--- config.mk ---
export PLATFORM = sky130hd
export DESIGN_NAME = id_stage_pipe
export DESIGN_NICKNAME = d
export VERILOG_FILES = /design/src/rtl/id_stage_pipe.sv
export SDC_FILE = /design/constraint.sdc
export NUM_CORES = 2
export LEC_CHECK = 0
export CAP_MARGIN = 20
export CORE_MARGIN = 2
export CORE_UTILIZATION = 30
export CTS_BUF_LIST = sky130_fd_sc_hd__clkbuf_8 sky130_fd_sc_hd__clkbuf_16
export DETAILED_ROUTE_END_ITERATION = 6
export SYNTH_ARGS = -nofsm -noshare
export SYNTH_HDL_FRONTEND = slang
export SYNTH_SLANG_ARGS = --single-unit
--- constraint.sdc ---
create_clock -name clk -period 6.58 [get_ports clk]
set_input_delay 0.658 -clock clk [delete_from_list [all_inputs] [get_ports clk]]
set_output_delay 0.658 -clock clk [all_outputs]
set_load 0.05 [all_outputs]
--- src/rtl/id_stage_pipe.sv ---
// Decode stage with register file, operand forwarding, branch/jump resolution and ID/EX register.
// Define GRF_DISPLAY_EN to print every effective register-file write.
module id_stage_pipe #(
  parameter int DATA_W = 32,
  parameter int REG_N  = 32
) (
  input  logic              clk,
  input  logic              reset,
  input  logic [31:0]       if_pc,
  input  logic [31:0]       id_pc,
  input  logic [31:0]       id_instr,
  input  logic [1:0]        fwd_rs_sel,
  input  logic [1:0]        fwd_rt_sel,
  input  logic [DATA_W-1:0] fwd_ex_val,
  input  logic [DATA_W-1:0] fwd_mem_val,
  input  logic              wb_we,
  input  logic [4:0]        wb_a3,
  input  logic [DATA_W-1:0] wb_wd,
  input  logic [31:0]       wb_pc,
  input  logic              hold,
  input  logic              bubble,
  output logic [31:0]       npc,
  output logic              br_taken,
  output logic              id_rs_use,
  output logic              id_rt_use,
  output logic              ex_valid,
  output logic [31:0]       ex_instr,
  output logic [31:0]       ex_pc,
  output logic [DATA_W-1:0] ex_rs_val,
  output logic [DATA_W-1:0] ex_rt_val,
  output logic [DATA_W-1:0] ex_imm,
  output logic [4:0]        ex_a3,
  output logic [DATA_W-1:0] ex_link
);
  localparam int AW = $clog2(REG_N);

  localparam logic [5:0] OP_R    = 6'b000000, OP_REGIMM = 6'b000001, OP_J   = 6'b000010,
                         OP_JAL  = 6'b000011, OP_BEQ    = 6'b000100, OP_BNE = 6'b000101,
                         OP_BLEZ = 6'b000110, OP_BGTZ   = 6'b000111, OP_ANDI = 6'b001100,
                         OP_ORI  = 6'b001101, OP_XORI   = 6'b001110, OP_LUI  = 6'b001111;
  localparam logic [5:0] FN_JR   = 6'b001000;

  logic [DATA_W-1:0] grf [REG_N];

  logic [5:0]  op, funct;
  logic [4:0]  rs, rt, rd;
  logic [15:0] imm16;
  assign op    = id_instr[31:26];
  assign rs    = id_instr[25:21];
  assign rt    = id_instr[20:16];
  assign rd    = id_instr[15:11];
  assign funct = id_instr[5:0];
  assign imm16 = id_instr[15:0];

  always_ff @(posedge clk) begin
    if (reset) begin
      for (int i = 0; i < REG_N; i++) grf[i] <= '0;
    end else if (wb_we && wb_a3 != 5'd0) begin
      grf[AW'(wb_a3)] <= wb_wd;
`ifdef GRF_DISPLAY_EN
      $display("@%h: $%d <= %h", wb_pc, wb_a3, wb_wd);
`endif
    end
  end

`ifndef GRF_DISPLAY_EN
  logic unused_wb_pc;
  assign unused_wb_pc = ^wb_pc;
`endif

  // Write-through lets the instruction in ID see a value being written back this cycle.
  logic [DATA_W-1:0] rs_g, rt_g, rs_f, rt_f;
  always_comb begin
    rs_g = '0;
    rt_g = '0;
    if (rs != 5'd0) rs_g = (wb_we && wb_a3 == rs) ? wb_wd : grf[AW'(rs)];
    if (rt != 5'd0) rt_g = (wb_we && wb_a3 == rt) ? wb_wd : grf[AW'(rt)];
    case (fwd_rs_sel)
      2'd1:    rs_f = fwd_mem_val;
      2'd2:    rs_f = fwd_ex_val;
      default: rs_f = rs_g;
    endcase
    case (fwd_rt_sel)
      2'd1:    rt_f = fwd_mem_val;
      2'd2:    rt_f = fwd_ex_val;
      default: rt_f = rt_g;
    endcase
  end

  logic is_jr, is_rtype, is_store, rs_neg, rs_zero, br_cond;
  assign is_rtype = (op == OP_R);
  assign is_jr    = is_rtype && funct == FN_JR;
  assign is_store = (op[5:3] == 3'b101);
  assign rs_neg   = rs_f[DATA_W-1];
  assign rs_zero  = (rs_f == '0);

  always_comb begin
    br_cond = 1'b0;
    case (op)
      OP_BEQ:    br_cond = (rs_f == rt_f);
      OP_BNE:    br_cond = (rs_f != rt_f);
      OP_BLEZ:   br_cond = rs_neg || rs_zero;
      OP_BGTZ:   br_cond = !rs_neg && !rs_zero;
      OP_REGIMM: br_cond = (rt == 5'd0) ? rs_neg : (rt == 5'd1) ? !rs_neg : 1'b0;
      default:   br_cond = 1'b0;
    endcase
  end

  always_comb begin
    npc      = if_pc + 32'd4;
    br_taken = 1'b1;
    if (br_cond)                        npc = id_pc + 32'd4 + {{14{imm16[15]}}, imm16, 2'b00};
    else if (op == OP_J || op == OP_JAL) npc = {id_pc[31:28], id_instr[25:0], 2'b00};
    else if (is_jr)                     npc = rs_f[31:0];
    else                                br_taken = 1'b0;
  end

  logic [DATA_W-1:0] imm_ext;
  logic [4:0]        a3;
  always_comb begin
    case (op)
      OP_ANDI, OP_ORI, OP_XORI: imm_ext = DATA_W'(imm16);
      OP_LUI:                   imm_ext = DATA_W'({imm16, 16'h0000});
      default:                  imm_ext = {{(DATA_W-16){imm16[15]}}, imm16};
    endcase
    // 001xxx are ALU-immediates, 100xxx are loads; both write rt.
    if (is_rtype)                               a3 = is_jr ? 5'd0 : rd;
    else if (op == OP_JAL)                      a3 = 5'd31;
    else if (op[5:3] == 3'b001 || op[5:3] == 3'b100) a3 = rt;
    else                                        a3 = 5'd0;
  end

  assign id_rs_use = !(op == OP_J || op == OP_JAL || op == OP_LUI);
  assign id_rt_use = is_rtype || op == OP_BEQ || op == OP_BNE || is_store;

  always_ff @(posedge clk) begin
    if (reset || (bubble && !hold)) begin
      ex_valid  <= 1'b0;
      ex_instr  <= '0;
      ex_pc     <= '0;
      ex_rs_val <= '0;
      ex_rt_val <= '0;
      ex_imm    <= '0;
      ex_a3     <= '0;
      ex_link   <= '0;
    end else if (!hold) begin
      ex_valid  <= 1'b1;
      ex_instr  <= id_instr;
      ex_pc     <= id_pc;
      ex_rs_val <= rs_f;
      ex_rt_val <= rt_f;
      ex_imm    <= imm_ext;
      ex_a3     <= a3;
      ex_link   <= DATA_W'(id_pc + 32'd8);
    end
  end
endmodule
* Word level (Yosys, flattened, before mapping)
Memory sizes are Yosys's and may differ from the RTL's.
Cells that the tools add are included.
** Operators by class
- Add/subtract/negate cells :: 4
- Eq/ne operators :: 24
- Multiplexer cells :: 28
- Reductions and logical operators :: 26
** Operator list (number)
- $mux 32 :: 8
- $pmux 32 s2 :: 3
- $add 32x3->32 const B :: 2
- $add 32x32->32 :: 1
- $add 32x4->32 const B :: 1
- $eq 32x32->1 :: 1
- $logic_not 32->1 :: 1
- $ne 32x32->1 :: 1
- $reduce_or 32->1 :: 1
- $eq 6x4->1 const B :: 5
- $mux 5 :: 5
- $eq 6x3->1 const B :: 4
- $reduce_bool 5->1 :: 3
- $eq 6x2->1 const B :: 2
- $mux 1 :: 11
- $eq 5x5->1 :: 2
- $logic_or 1x1->1 :: 8
- $eq 3x3->1 const B :: 2
- $eq 6x1->1 const B :: 1
- $logic_and 1x1->1 :: 6
- $logic_not 6->1 :: 1
- $eq 5x1->1 const B :: 1
- $logic_not 5->1 :: 1
- $pmux 1 s5 :: 1
- other kinds (5) :: 10
** Word-level totals
- Bits in registers :: 198
- Bits in writable memories :: 1024
- Word-level logic and storage cells :: 91
- Memories kept :: 1
** Memories
- grf :: depth 32, width 32, read ports 2, clocked after Yosys merged registers in 0, wr ports 32, line 43 : logic [DATA_W-1:0] grf [REG_N];

* Logic depth before layout (Yosys ltp)
- Depth after elaboration :: 10
- Depth in mapped cells :: 18

* Worst setup path after synthesis
No wires, ideal clock.
- Path kind :: input-to-output
- Start :: input id_instr[16]
- End :: output npc[10]
- Arrival :: 4.579 ns
- Data required time :: 5.922 ns
- Path slack :: 1.343 ns
- Cell stages on the path :: 16
- Buffers on the path :: 5
- Cells stage by stage :: buf_4 > buf_4 > buf_2 > buf_2 > mux4_2 > a22oi_1 > a21oi_1 > o21ai_0 > o221ai_1 > xnor2_1 > nand4_1 > nor4_1 > a41oi_1 > nand3b_4 > buf_4 > mux2i_1
** On the way
- Cells in the longest elaborated chain, start to end :: 8
- Elaborated cells between the ends (all ways) :: 15
- Classes of those cells :: eq/ne: 4; mux: 7; reduce/logical: 3; memory: 1
** Ends and longest elaborated chain
- start, declared :: line 11 : input logic [31:0] id_instr,
- parallel branches: the longest is 6 deep, another holds $mem_v2 32x32
- $pmux 1 s5 * :: line 99 : case (op)
- $mux 32 * :: line 112 : if (br_cond) npc = id_pc + 32'd4 + {{14{imm16[15]}}, imm16, 2'b00};
- end, declared :: line 22 : output logic [31:0] npc,
Mark *: on every way between the ends.

* Final worst setup path
- Start :: input id_instr[23]
- End :: output npc[22]
** On the way
- Cells in the longest elaborated chain, start to end :: 10
- Elaborated cells between the ends (all ways) :: 20
- Classes of those cells :: eq/ne: 3; mux: 9; reduce/logical: 7; memory: 1
** Ends and longest elaborated chain
- parallel branches: the longest is 3 deep, another holds $mem_v2 32x32
- $mux 32 * :: line 76 : if (rs != 5'd0) rs_g = (wb_we && wb_a3 == rs) ? wb_wd : grf[AW'(rs)];
- $pmux 32 s2 * :: line 78 : case (fwd_rs_sel)
- $logic_not 32->1 / $logic_not 1->1 (equally long branches) :: line 95, 103, 104
- $logic_not 1->1 / $mux 1 (equally long branches) :: line 103, 104
- $logic_and 1x1->1 / $mux 1 (equally long branches) :: line 103, 104
- $pmux 1 s5 :: line 99
- $mux 32 * :: line 112
Marked as above.

==> results.py <==
metrics = {
    "logic_synthesis": {
        "yosys_warnings": 0,
        "synth-edff-count": 1024,
        "synthCells": 5399,
        "synth_cell_types": 90,
        "synth_area_per_cell_um2": 12.5,
        "synth.top_cell.area_share_pct": 45.5,
        "ys_ff_latch": 1219,
        "synth_area_um2": 67600,
        "yosys_most_used_dff": "edfxtp_1",
        "synth.area.top_cells": "edfxtp_1 (45%), mux4_2 (14%), and2_1 (7.5%)",
        "ys_seq_area_share_pct": 51.3,
        "yosys.area.top_type": "edfxtp_1",
        "async_flop_share_pct": 0,
    },
    "pwr": {
        "p_leak_nw": 28.8,
        "ir_drop_uv": 313,
        "power_density_nw_per_um2": 252,
    },
    "placed_design": {
        "routabilityCongestion": 1.03,
        "dp_slack_ns": -0.159,
        "portBuffers": 438,
        "dp.final_hpwl_um": 214000,
    },
    "sta": {
        "rsz0062_at_grt": "no",
        "setup_viol": 1,
        "period_share_pct": 100,
        "hold_ws_ns": 0.287,
        "max_slew.worst_pin.slew_ns": 1.33,
        "fin_ws_ns": -0.0294,
        "min_period_ns": 6.61,
        "slew_headroom_pct": 10.5,
        "slew_viol_final": 0,
        "skew_ns": 0.0259,
        "hold_violations": 0,
        "max_freq_mhz": 151,
    },
    "die": {
        "core-area_um2": 224000,
        "die_height_um": 479,
        "num_io_pins": 471,
        "chipWidth_um": 479,
        "start_util_pct": 30.1,
        "row_count": 174,
        "dieArea_um2": 229000,
    },
    "final_layout": {
        "multi_input_area_um2": 30700,
        "final_nets": 6193,
        "drive_above_1_share_pct": 19.7,
        "final_cell_mix": "edfxtp_1 (1024), and2_1 (807), mux4_2 (406)",
        "syn_to_final_growth_pct": 21.0,
        "final_common_cell": "edfxtp_1",
        "fill_cells": 21600,
        "seqCellArea_um2": 34700,
    },
    "run": {
        "maxCapViolations": 0,
    },
    "cts": {
        "clock_path_buffers": 3,
        "cts_root_buf": "clkbuf_16",
        "clock-sinks": 1219,
        "htreeDepth": 4,
        "path_clk_slew_ns": 0.06,
        "cts_made_buffers": 137,
        "clock_latency_ns": 0.80,
        "cts_tree": "done",
    },
    "run_status": {
        "status": "finished with violations",
        "violations": "setup timing",
    },
    "setup_path": {
        "crit_slowest_cell": "o21ai_0",
        "critPathKind": "in -> out",
        "timing.critical_path.buf_inv": 7,
        "worst_path_largest_cell_delay_ns": 1.12,
        "path_common_cell": "buf_4",
        "start_kind": "input pin",
        "critPathMaxFanout": 22,
        "cp-end-kind": "primary output",
        "critPathTopFamily": "simple AND/OR/NAND/NOR gates",
        "crit_chain": "buf_4 > or2_2 > o21ai_0 > a21oi_1 > and4_1 > a311oi_2 > buf_4 > xor2_1 > nand4_1 > nor4_2 > buf_4 > a41oi_1 > nand3b_4 > buf_4 > buf_4 > mux2i_1 > buf_4 > buf_12",
        "cp.required_ns": 5.92,
        "worstPathArrival_ns": 5.95,
    },
    "min_path": {
        "hp-class": "in -> reg",
    },
    "detailed_routing": {
        "vias": 53500,
        "first_pass_iters": 7,
        "drt_iter0_drc": 8374,
        "routedWlPerCell_um": 34.5,
        "postRouteAntennaNets": 0,
        "drt_wl_total_um": 311000,
        "vias_per_cell": 5.94,
        "drc": 0,
    },
    "global_routing": {
        "antenna_found_initial": 23,
        "overflow": 0,
        "grt_use_total_pct": 26.3,
        "grt_pass1_wl_um": 422000,
        "grt_pass1_vias": 51600,
        "grt_max_degree": 140,
    },
}
==> cells in the mapped netlist (17+ instances only) <==
cell / instances
edfxtp_1: 1024
and2_1: 808
mux4_2: 406
nor2_1: 369
mux2i_1: 348
clkbuf_1: 341
a22oi_1: 236
nor3_1: 226
dfxtp_1: 195
nand2_1: 178
a21oi_1: 160
nand3_1: 83
buf_2: 78
xnor2_1: 65
ha_1: 63
a221oi_1: 58
o21ai_0: 57
xor2_1: 55
inv_1: 41
buf_4: 40
nor2b_1: 39
or2_2: 38
nand4_1: 37
buf_1: 36
o22ai_1: 32
and3_1: 27
mux2_2: 27
buf_6: 26
a211oi_1: 20
nor4_1: 20
a21o_1: 17
==> report_power, final <==
group | total [mW] | switching [mW] | internal, mW
registers | 9.01 | 0.229 | 8.78
clock network | 7.61 | 3.35 | 4.26
logic | 3.97 | 2.53 | 1.44
total | 20.6 | 6.11 | 14.5
==> repair_timing <==
| item | 4_1_cts | 5_1_grt |
|---|---|---|
| hold buffers | 0 | 0 |
| setup endpoints to repair | 12 | 26 |
| pin swaps | 1 | 0 |
| buffers inserted | 3 | 0 |
| gates resized for setup | 0 | 4 |
==> layer usage <==
layer	share of wire [%]	GRT usage [%]	vias up
met1	35	31.8	26800
li1	-	-	21500
met2	44	40.7	4262
met5	0.016	0	-
met4	8.0	17.9	8
met3	13	7.53	909
==> metrics by stage <==
stage | power [mW] | area, um^2 | util (%) | setup TNS [ns] | instances
after floorplan | 11.1 | 67700 | - | 0 | 5430
after global routing | 21.0 | 81800 | 36.4 | 0 | 8995
after global placement | 13.0 | 77300 | 34.4 | -1.52 | 8737
final | 20.6 | 81800 | 36.4 | -0.0294 | 9001
after CTS | 20.5 | 81800 | 36.4 | 0 | 8990
after detailed placement | 13.0 | 77400 | 34.5 | -0.516 | 8740
==> tightest hold or removal path, delay by kind of cell <==
kind	cells	cell delay (ns)
buffers and inverters	1	0.20
AO/OA/AOI/OAI	2	0.16
==> registers in the layout, indices dropped and copies added (netlist names) <==
name / flops
ex_a3: 5
ex_pc: 32
ex_instr: 32
ex_link: 29
grf: 1024
ex_valid: 1
ex_rt_val: 32
ex_imm: 32
ex_rs_val: 32
==> logic make-up (layout without fill, tap and decap cells) <==
family,after synthesis,in the layout,synth area share [%]
and+or+nand+nor,1897,1897,15.1
muxes,784,784,19.2
xor gates and xnor gates,120,120,1.55
other,1,42,0.00555
adders and majority gates,64,64,1.20
AOI/OAI and AO/OA,751,751,7.86
buffers and inverters,563,1132,3.78
DFF,1219,1219,51.3
==> worst paths after layout <==
check	from	endpoint	slack (ns)	depth (start not counted)
worst max-delay path	id_instr[23]	npc[22]	-0.03	18
worst min-delay path	reset	ex_valid	0.29	3
worst max register to register	grf[29][8]	ex_rs_val[8]	3.51	8
worst min register to register	ex_link[5]	ex_link[5]	0.46	2
==> layout make-up <==
| type | count | area share (%) |
|---|---|---|
| diodes | 10 | 0.0306 |
| clock buffers | 142 | 4.32 |
| clock inverters | 105 | 1.02 |
| inverters | 42 | 0.193 |
| multi-input cells | 3648 | 37.5 |
| flip-flops and latches | 1219 | 42.4 |
| well taps | 2992 | 4.58 |
| repair buffers | 843 | 9.97 |
No activity file was read; power rests on OpenSTA's default activity.
